===== src/rtl/riscv_icache_pkg.sv =====
// Shared definitions for the I-cache reload responder: FSM encoding and line geometry.
package riscv_icache_pkg;

  typedef enum logic [1:0] {
    ST_IDLE   = 2'd0,
    ST_FETCH  = 2'd1,
    ST_ABORT  = 2'd2,
    ST_STREAM = 2'd3
  } state_t;

  localparam int LINE_WORDS     = 8;
  localparam int RELOAD_BEATS   = 5;
  localparam int ACK_DATA_DELAY = 2;
  localparam int LINE_OFFSET_W  = 5;
  localparam int LINE_ADDR_W    = 32 - LINE_OFFSET_W;

endpackage


===== src/rtl/riscv_icache_refill.sv =====
// Fetches a 32-byte line word by word into a local buffer, then answers the
// I-cache with five consecutive reload acks, data lagging the acks by two.
module riscv_icache_refill
  import riscv_icache_pkg::*;
#(
  parameter int DATA_WIDTH = 32
) (
  input  logic                    clk,
  input  logic                    rst,
  input  logic                    reload_req,
  input  logic [31:0]             reload_addr,
  output logic                    reload_ack,
  output logic [2*DATA_WIDTH-1:0] reload_data,
  input  logic                    inv,
  output logic                    mem_req,
  output logic [31:0]             mem_addr,
  input  logic                    mem_rvalid,
  input  logic [DATA_WIDTH-1:0]   mem_rdata
);

  state_t                   state_reg, state_next;
  logic [LINE_ADDR_W-1:0]   line_addr_reg;
  logic                     buf_valid_reg;
  logic                     fetch_inv_reg;
  logic [2:0]               w_reg;
  logic [2:0]               c_reg;
  logic [DATA_WIDTH-1:0]    line_buf [LINE_WORDS];

  logic [LINE_ADDR_W-1:0]   req_line;
  logic                     hit;
  logic                     last_word;
  logic [1:0]               beat_k;
  logic                     unused_offset;

  assign req_line      = reload_addr[31:LINE_OFFSET_W];
  assign unused_offset = ^reload_addr[LINE_OFFSET_W-1:0];
  // A same-cycle inv must not let a request hit the line it is invalidating.
  assign hit           = buf_valid_reg && !inv && (req_line == line_addr_reg);
  assign last_word     = (w_reg == 3'(LINE_WORDS - 1));
  // c=2..5 maps to beats 0..3; the 2-bit wrap does the subtraction for free.
  assign beat_k        = c_reg[1:0] - 2'(ACK_DATA_DELAY);

  always_ff @(posedge clk or posedge rst) begin
    if (rst) begin
      state_reg <= ST_IDLE;
    end else begin
      state_reg <= state_next;
    end
  end

  always_comb begin
    state_next = state_reg;
    case (state_reg)
      ST_IDLE: begin
        if (reload_req) begin
          state_next = hit ? ST_STREAM : ST_FETCH;
        end
      end
      ST_FETCH: begin
        // A read completing in the same cycle as the drop needs no abort wait.
        if (!reload_req) begin
          state_next = mem_rvalid ? ST_IDLE : ST_ABORT;
        end else if (mem_rvalid && last_word) begin
          state_next = ST_STREAM;
        end
      end
      ST_ABORT: begin
        if (mem_rvalid) begin
          state_next = ST_IDLE;
        end
      end
      ST_STREAM: begin
        if (!reload_req) begin
          state_next = ST_IDLE;
        end
      end
      default: state_next = ST_IDLE;
    endcase
  end

  always_comb begin
    reload_ack  = 1'b0;
    reload_data = '0;
    mem_req     = 1'b0;
    mem_addr    = '0;
    case (state_reg)
      ST_FETCH, ST_ABORT: begin
        mem_req  = 1'b1;
        mem_addr = {line_addr_reg, w_reg, 2'b00};
      end
      ST_STREAM: begin
        reload_ack = reload_req && (c_reg < 3'(RELOAD_BEATS));
        if (c_reg >= 3'(ACK_DATA_DELAY) && c_reg <= 3'(RELOAD_BEATS)) begin
          reload_data = {line_buf[{beat_k, 1'b1}], line_buf[{beat_k, 1'b0}]};
        end
      end
      default: ;
    endcase
  end

  always_ff @(posedge clk or posedge rst) begin
    if (rst) begin
      line_addr_reg <= '0;
      buf_valid_reg <= 1'b0;
      fetch_inv_reg <= 1'b0;
      w_reg         <= '0;
      c_reg         <= '0;
    end else begin
      case (state_reg)
        ST_IDLE: begin
          if (reload_req) begin
            line_addr_reg <= req_line;
            c_reg         <= '0;
            if (!hit) begin
              w_reg         <= '0;
              buf_valid_reg <= 1'b0;
              fetch_inv_reg <= 1'b0;
            end
          end
        end
        ST_FETCH: begin
          if (mem_rvalid) begin
            w_reg <= w_reg + 3'd1;
            if (last_word && reload_req) begin
              buf_valid_reg <= !(fetch_inv_reg || inv);
              c_reg         <= '0;
            end
          end
          if (inv) begin
            fetch_inv_reg <= 1'b1;
          end
        end
        ST_STREAM: begin
          if (!reload_req) begin
            c_reg <= '0;
          end else if (reload_ack) begin
            c_reg <= c_reg + 3'd1;
          end
        end
        default: ;
      endcase
      if (inv) begin
        buf_valid_reg <= 1'b0;
      end
    end
  end

  // Buffer is plain storage; words returned during ABORT are dropped here.
  always_ff @(posedge clk) begin
    if (state_reg == ST_FETCH && mem_rvalid) begin
      line_buf[w_reg] <= mem_rdata;
    end
  end

endmodule


===== config.mk =====
export PLATFORM = sky130hd
export DESIGN_NAME = riscv_icache_refill
export DESIGN_NICKNAME = d
export VERILOG_FILES = /design/src/rtl/riscv_icache_pkg.sv /design/src/rtl/riscv_icache_refill.sv
export SDC_FILE = /design/constraint.sdc
export NUM_CORES = 1
export LEC_CHECK = 0
export BUFFER_PORTS_ARGS = -buffer_cell sky130_fd_sc_hd__buf_4
export CAP_MARGIN = 10
export CORE_MARGIN = 2
export CORE_UTILIZATION = 40
export DETAILED_ROUTE_END_ITERATION = 6
export HOLD_SLACK_MARGIN = 0.06
export PLACE_DENSITY = 0.62
export SYNTH_ARGS = -nofsm -noshare
export SYNTH_HDL_FRONTEND = slang
export SYNTH_SLANG_ARGS = --single-unit

===== constraint.sdc =====
create_clock -name clk -period 6.6 [get_ports clk]
set_input_delay 1.32 -clock clk [delete_from_list [all_inputs] [get_ports clk]]
set_output_delay 1.32 -clock clk [all_outputs]
set_load 0.1 [all_outputs]

==> flow_summary.ini, run 1 <==
[clocking]
htreeDepth = 1
root_buffer = clkbuf_16
cts_tree = done
cts_setup_buffers = 0
cts_resized = 0
insertion_delay_ns = 0.56
cts_hold_buf = 0
cts.sinks = 293
clockBufferDepth = 3
cts_made_buffers = 31
clkTransAtPathRegs_ns = 0.06

[yosys]
synthTopCellsByArea = edfxtp_1 (64%), mux4_2 (12%), dfrtp_1 (7.7%), nor2b_1 (3.5%), mux2_2 (2.6%)
syn_area_mm2 = 0.0120
synth_cells = 638
synth_cell_types = 39
synthDominantCellAreaShare_pct = 64.2
yosys_warnings = 0
async_reset_ff_share_pct = 12.6
ys_seq_elements = 293
yosys.area.top_type = edfxtp_1
synth-seq-area-share_pct = 71.9
synth_enable_flop_cells = 256
syn_avg_cell_area_um2 = 18.8
ys.flop_type = edfxtp_1

[setup_path]
cp_max_fo = 43
startpoint_type = register
reg2reg_to = line_buf[1][30]
rr_worst_depth = 5
crit_type = register to output port
startpoint = c_reg[1]
rrSetupSlack_ns = 4.33
critPathArrivalTime_ns = 3.55
cp-end-kind = output port
r2r-start = state_reg[1]
cp_data_required_time_ns = 5.28

[route]
drt-total-wl_um = 24400
viasPerCell = 5.04
dr.pass1.iters = 4
drt-met1-wl_um = 10400
wl_per_cell_um = 19.9
top_layer = met4
routed-wl-met3_um = 1380
ant_nets = 0
drc = 0
num_vias = 6174
drt_iter0_drc = 375
dr_wl_met2_um = 12000

[global_route]
grt_pass1_wl_um = 37500
antenna_found_initial = 0
grt_usage_pct = 15.8
grt_max_degree = 44
grt_pass1_vias = 6512
grt_overflow = 0

[die]
core_area_mm2 = 0.0296
die_height_um = 177
die_area_mm2 = 0.0314
pin_count = 167
initial_core_util_pct = 40.5
fp-row-count = 63
die_w_um = 177

[sta]
rsz0062_at_grt = no
worstMarginPinSlew_ns = 1.10
min_period_ns = 4.87
setup_tns_ns = 0
relSlewSlack_pct = 26.6
drv_slew = 0
hold_viol = 0
setup_violations = 0
min_period_over_period_pct = 73.7
whs_ns = 0.546
fmax_ghz = 0.205
clock_skew_ns = 0.0114

[hold_path]
min_from = line_addr_reg[10]
hold_class = register to register
whs_endpoint = line_addr_reg[10]
worst_hold_path.num_cells = 1

[power]
leakagePower_nw = 5.15
cellPowerDensity_mw_per_mm2 = 464
peakVddDrop_uv = 753

[place]
gp_congestion = 0.710
portBuffers = 159
hpwl_um = 14700
dp_cells = 1171

[flow_run]
drv_cap = 0

[cells_and_area]
post-route-util_pct = 49.7
final_nets = 893
largest_reg_flops = 256
stdcell_count = 1226
num_antenna_cells = 0
drive_above_1_share_pct = 39.0
area_growth_pct = 22.6
nFillCells = 2486

[status]
outcome = finished clean
## metrics by stage
stage          setup slack [ns]  power (mW)  cell area (um^2)
2_1_floorplan              1.57        4.62             12000
3_3_place_gp               2.28        5.19             13700
3_5_place_dp               2.21        5.20             13700
4_1_cts                    1.59        6.91             14700
5_1_grt                    1.51        7.12             14700
6_report                   1.73        6.82             14700
## critical path, cell delays in order (launching register included)
cell	delay [ns]
dfrtp_4	0.72
buf_4	0.63
ha_1	0.25
o31a_1	0.16
o21ai_4	0.30
buf_4	0.34
nor2b_1	0.23
buf_4	0.34
## report_power, final
part	internal [mW]	leakage, nW	total (mW)	switching, mW
sequential	2.23	2.75	2.42	0.188
combinational	0.835	1.91	2.71	1.88
clock	0.982	0.488	1.69	0.707
total	4.05	5.15	6.82	2.77
## metal layers
layer | GRT usage (%) | up-vias
met5 | 0 | -
met4 | 3.93 | 0
met3 | 3.33 | 38
met2 | 26.8 | 160
met1 | 20.7 | 3135
li1 | - | 2841
## cells in the final DEF, fill, tap and decap left out, drive strengths merged, types with 2 or more instances in the layout
cell    count
a31oi       2
nor2b      67
clkbuf     34
conb        2
nand3       2
and2       32
o31ai       2
nand4       3
a21oi       8
mux2       28
edfxtp    256
inv        11
ha         10
mux4       64
bufinv      3
nand2      11
nor3        4
o21ai       5
clkinv     14
nand2b      3
nor2        9
xor2       27
o211ai      2
dfrtp      37
buf       173
nor4       14
a22o        2
## Yosys cell counts, drive strengths merged, types with 3 or more instances
master and instances:
o21ai 5, dfrtp 37, nor2b 67, buf 15, mux2 28, nor4 14, nor3 4, inv 8
mux4 64, xor2 27, nand2 11, clkbuf 16, a21oi 8, nand2b 3, nor2 9, and2 32
edfxtp 256, nand4 3, ha 10
## cells by family after synthesis
logic type	after synthesis	synth area share, %
DFF	293	71.9
and+or+nand+nor	147	7.23
muxes	92	14.7
buffers and inverters	39	1.48
AOI/OAI and AO/OA	29	1.69
xor gates and xnor gates	27	1.97
adders and majority gates	10	1.04
other	1	0.0313
## worst max path at each step
stage                            endpoint  slack, ns  depth (start not counted)
after global placement    reload_data[50]       2.28                          7
final                     reload_data[47]       1.73                          7
after global routing      reload_data[50]       1.51                          7
after CTS                 reload_data[50]       1.59                          7
after floorplan            line_buf[0][0]       1.57                          2
after detailed placement  reload_data[50]       2.21                          7
## cell type report
class / count / area, um^2 / area share (%)
Tap cell: 390 / 488 / 3.32
Multi-Input combinational cell: 307 / 3250 / 22.1
Sequential cell: 293 / 8620 / 58.7
Timing Repair Buffer: 173 / 1300 / 8.84
Clock inverter: 21 / 213 / 1.45
Inverter: 8 / 30.0 / 0.204
Clock buffer: 34 / 787 / 5.36
(Power assumes the default switching activity.)
==> run 2: changes to the inputs <==
Settings changed: ABC_AREA set to 1, PLACE_DENSITY 0.62 to 0.64.
Clock period 6.6 ns to 4.18 ns, I/O delays scaled along.
==> run 2 against run 1 <==
  * Worst hold slack lost 0.14 ns
  * First-iteration DRC count grew 60%
  * Register-to-register slack lost 2.9 ns
  * Area after synthesis grew 4.9%
  * Flip-flop and latch count is the same
  * Largest power group is now sequential cells
==> flow_summary.ini, run 2 <==
[sta]
setup_tns_ns = 0
fmax_ghz = 0.254
hold_viol = 0
worstMarginPinSlew_ns = 1.14
clock_skew_ns = 0.0128
min_period_ns = 3.93
drv_slew = 0
rsz0062_at_grt = no
relSlewSlack_pct = 23.9
setup_violations = 0
min_period_over_period_pct = 94.1
final.setup.worst_slack_ns = 0.248

[global_route]
grt_usage_pct = 17.9
grt_overflow = 0
grt_pass1_vias = 8458
gr-usage-met3_pct = 2.62
use_met2_pct = 29.5
grt_pass1_wl_um = 46300
antenna_found_initial = 0
busiest_layer = met2
use_met1_pct = 25.1
grt_max_degree = 83

[setup_path]
critPathArrivalTime_ns = 3.10
cpMostUsedCell = buf_4
cp_max_fo = 27
cp-end-kind = output port
crit_type = register to output port
cp_data_required_time_ns = 3.34
crit_slowest_cell = o311ai_4
path_cells = ha_1 -> o311ai_4 -> buf_4 -> a21oi_1 -> buf_4
startpoint_type = register
critical_path.max_stage_delay_ns = 0.91
crit_family = compound AO/OA/AOI/OAI gates
crit_buf_inv = 2

[die]
pin_count = 167
die_area_mm2 = 0.0329
die_height_um = 181
fp-row-count = 64
die_w_um = 181
initial_core_util_pct = 40.9
core_area_mm2 = 0.0307

[cells_and_area]
nFillCells = 2757
final_cell_mix = nor2_1 (290), edfxtp_1 (256), buf_4 (176)
final_nets = 1426
final_common_cell = nor2_1
num_antenna_cells = 0
largest_reg_flops = 256
area_growth_pct = 20.3
drive_above_1_share_pct = 17.5

[yosys]
yosys.area.top_type = edfxtp_1
synthDominantCellAreaShare_pct = 61.2
async_reset_ff_share_pct = 12.6
synth_cell_types = 24
yosysMostFrequentCell = nor2_1
ys.flop_type = edfxtp_1
synth-seq-area-share_pct = 68.5
syn_avg_cell_area_um2 = 10.5
synth_cells = 1193
yosys_warnings = 0
synthTopCellsByCount = nor2_1 (298), edfxtp_1 (256), nand2_1 (175)
synth_enable_flop_cells = 256
ys_seq_elements = 293
synthTopCellsByArea = edfxtp_1 (61%), nor2_1 (8.9%), dfrtp_1 (7.4%), o21ai_0 (6.2%), nand2_1 (5.2%)
syn_area_mm2 = 0.0126

[clocking]
htreeDepth = 1
cts_tree = done
root_buffer = clkbuf_16
insertion_delay_ns = 0.55
cts_setup_buffers = 0
clockBufferDepth = 3
cts_hold_buf = 0
cts_resized = 1
cts_made_buffers = 30
clkTransAtPathRegs_ns = 0.06
cts.sinks = 293

[route]
wl_per_cell_um = 16.9
viasPerCell = 4.99
drt-total-wl_um = 29800
dr.pass1.iters = 5
ant_nets = 0
num_vias = 8805
drt_iter0_drc = 599
drc = 0

[place]
hpwl_um = 18100
dp_slack_ns = 0.557
gp_congestion = 0.791
portBuffers = 159

[hold_path]
hold_class = primary input to asynchronous set/reset pin

[status]
outcome = finished clean

[power]
cellPowerDensity_mw_per_mm2 = 606
leakagePower_nw = 6.16
peakVddDrop_uv = 617

[flow_run]
drv_cap = 0
-- run 2: cell count changes after synthesis, moves of 64 or more --
cell | before | now
inv_1 | 8 | 101
nand2_1 | 11 | 175
nor2_1 | 9 | 298
mux4_2 | 64 | 0
nor2b_1 | 67 | 0
o21ai_0 | 3 | 155
-- run 2: power by group --
part / leakage, nW / total (mW) / internal [mW] / switching, mW
Clock: 0.450 / 2.53 / 1.45 / 1.09
Sequential: 2.77 / 3.58 / 3.42 / 0.162
Combinational: 2.94 / 3.05 / 0.700 / 2.35
Total: 6.16 / 9.16 / 5.57 / 3.60
-- run 2: area by class of cell --
class / instances / area [um^2] / share of cell area (%)
flip-flops and latches: 293 / 8620 / 57.0
multi-input cells: 740 / 3330 / 22.0
repair buffers: 180 / 1370 / 9.04
clock buffers: 39 / 785 / 5.19
well taps: 396 / 495 / 3.28
inverters: 102 / 384 / 2.54
clock inverters: 16 / 145 / 0.960
-- run 2: kinds of logic after synthesis --
group | share of synthesized area [%]
buffers and inverters | 5.51
muxes | 0.358
adders and majority gates | 0.995
AOI/OAI and AO/OA | 9.44
DFF | 68.5
xor gates and xnor gates | 0.348
and+or+nand+nor | 14.8
other | 0.0298
-- run 2: worst paths after layout --
| kind | startpoint | end | slack, ns | cells after the start |
|---|---|---|---|---|
| worst max-delay path | c_reg[1] | reload_data[25] | 0.25 | 5 |
| worst min-delay path | rst | line_addr_reg[21] | 0.41 | 3 |
| worst max register to register | state_reg[1] | line_buf[7][21] | 1.42 | 5 |
| worst min register to register | buf_valid_reg | buf_valid_reg | 0.47 | 2 |
| max in group asynchronous | rst | c_reg[0] | 3.38 | 3 |
| min in group clk | buf_valid_reg | buf_valid_reg | 0.47 | 2 |
-- run 2: per-layer routing --
metal,vias up,routed length [um]
li1,4284,-
met1,4242,13800
met2,233,14000
met3,46,1470
met4,0,593
met5,-,0
-- run 2: worst min-delay path: stages --
cell and delay, ns:
buf_4 0.10, inv_1 0.04, buf_4 0.42
-- run 2: per-stage QoR --
step                      instances  total power [mW]  util, %  hold slack, ns  area [um^2]
after floorplan                1194              6.01        -           0.442        12600
after global placement         1711              6.66     46.1           0.456        14200
after detailed placement       1711              6.70     46.1           0.459        14200
after CTS                      1766              9.24     49.1           0.414        15100
after global routing           1766              9.62     49.2           0.456        15100
final                          1766              9.16     49.2           0.410        15100
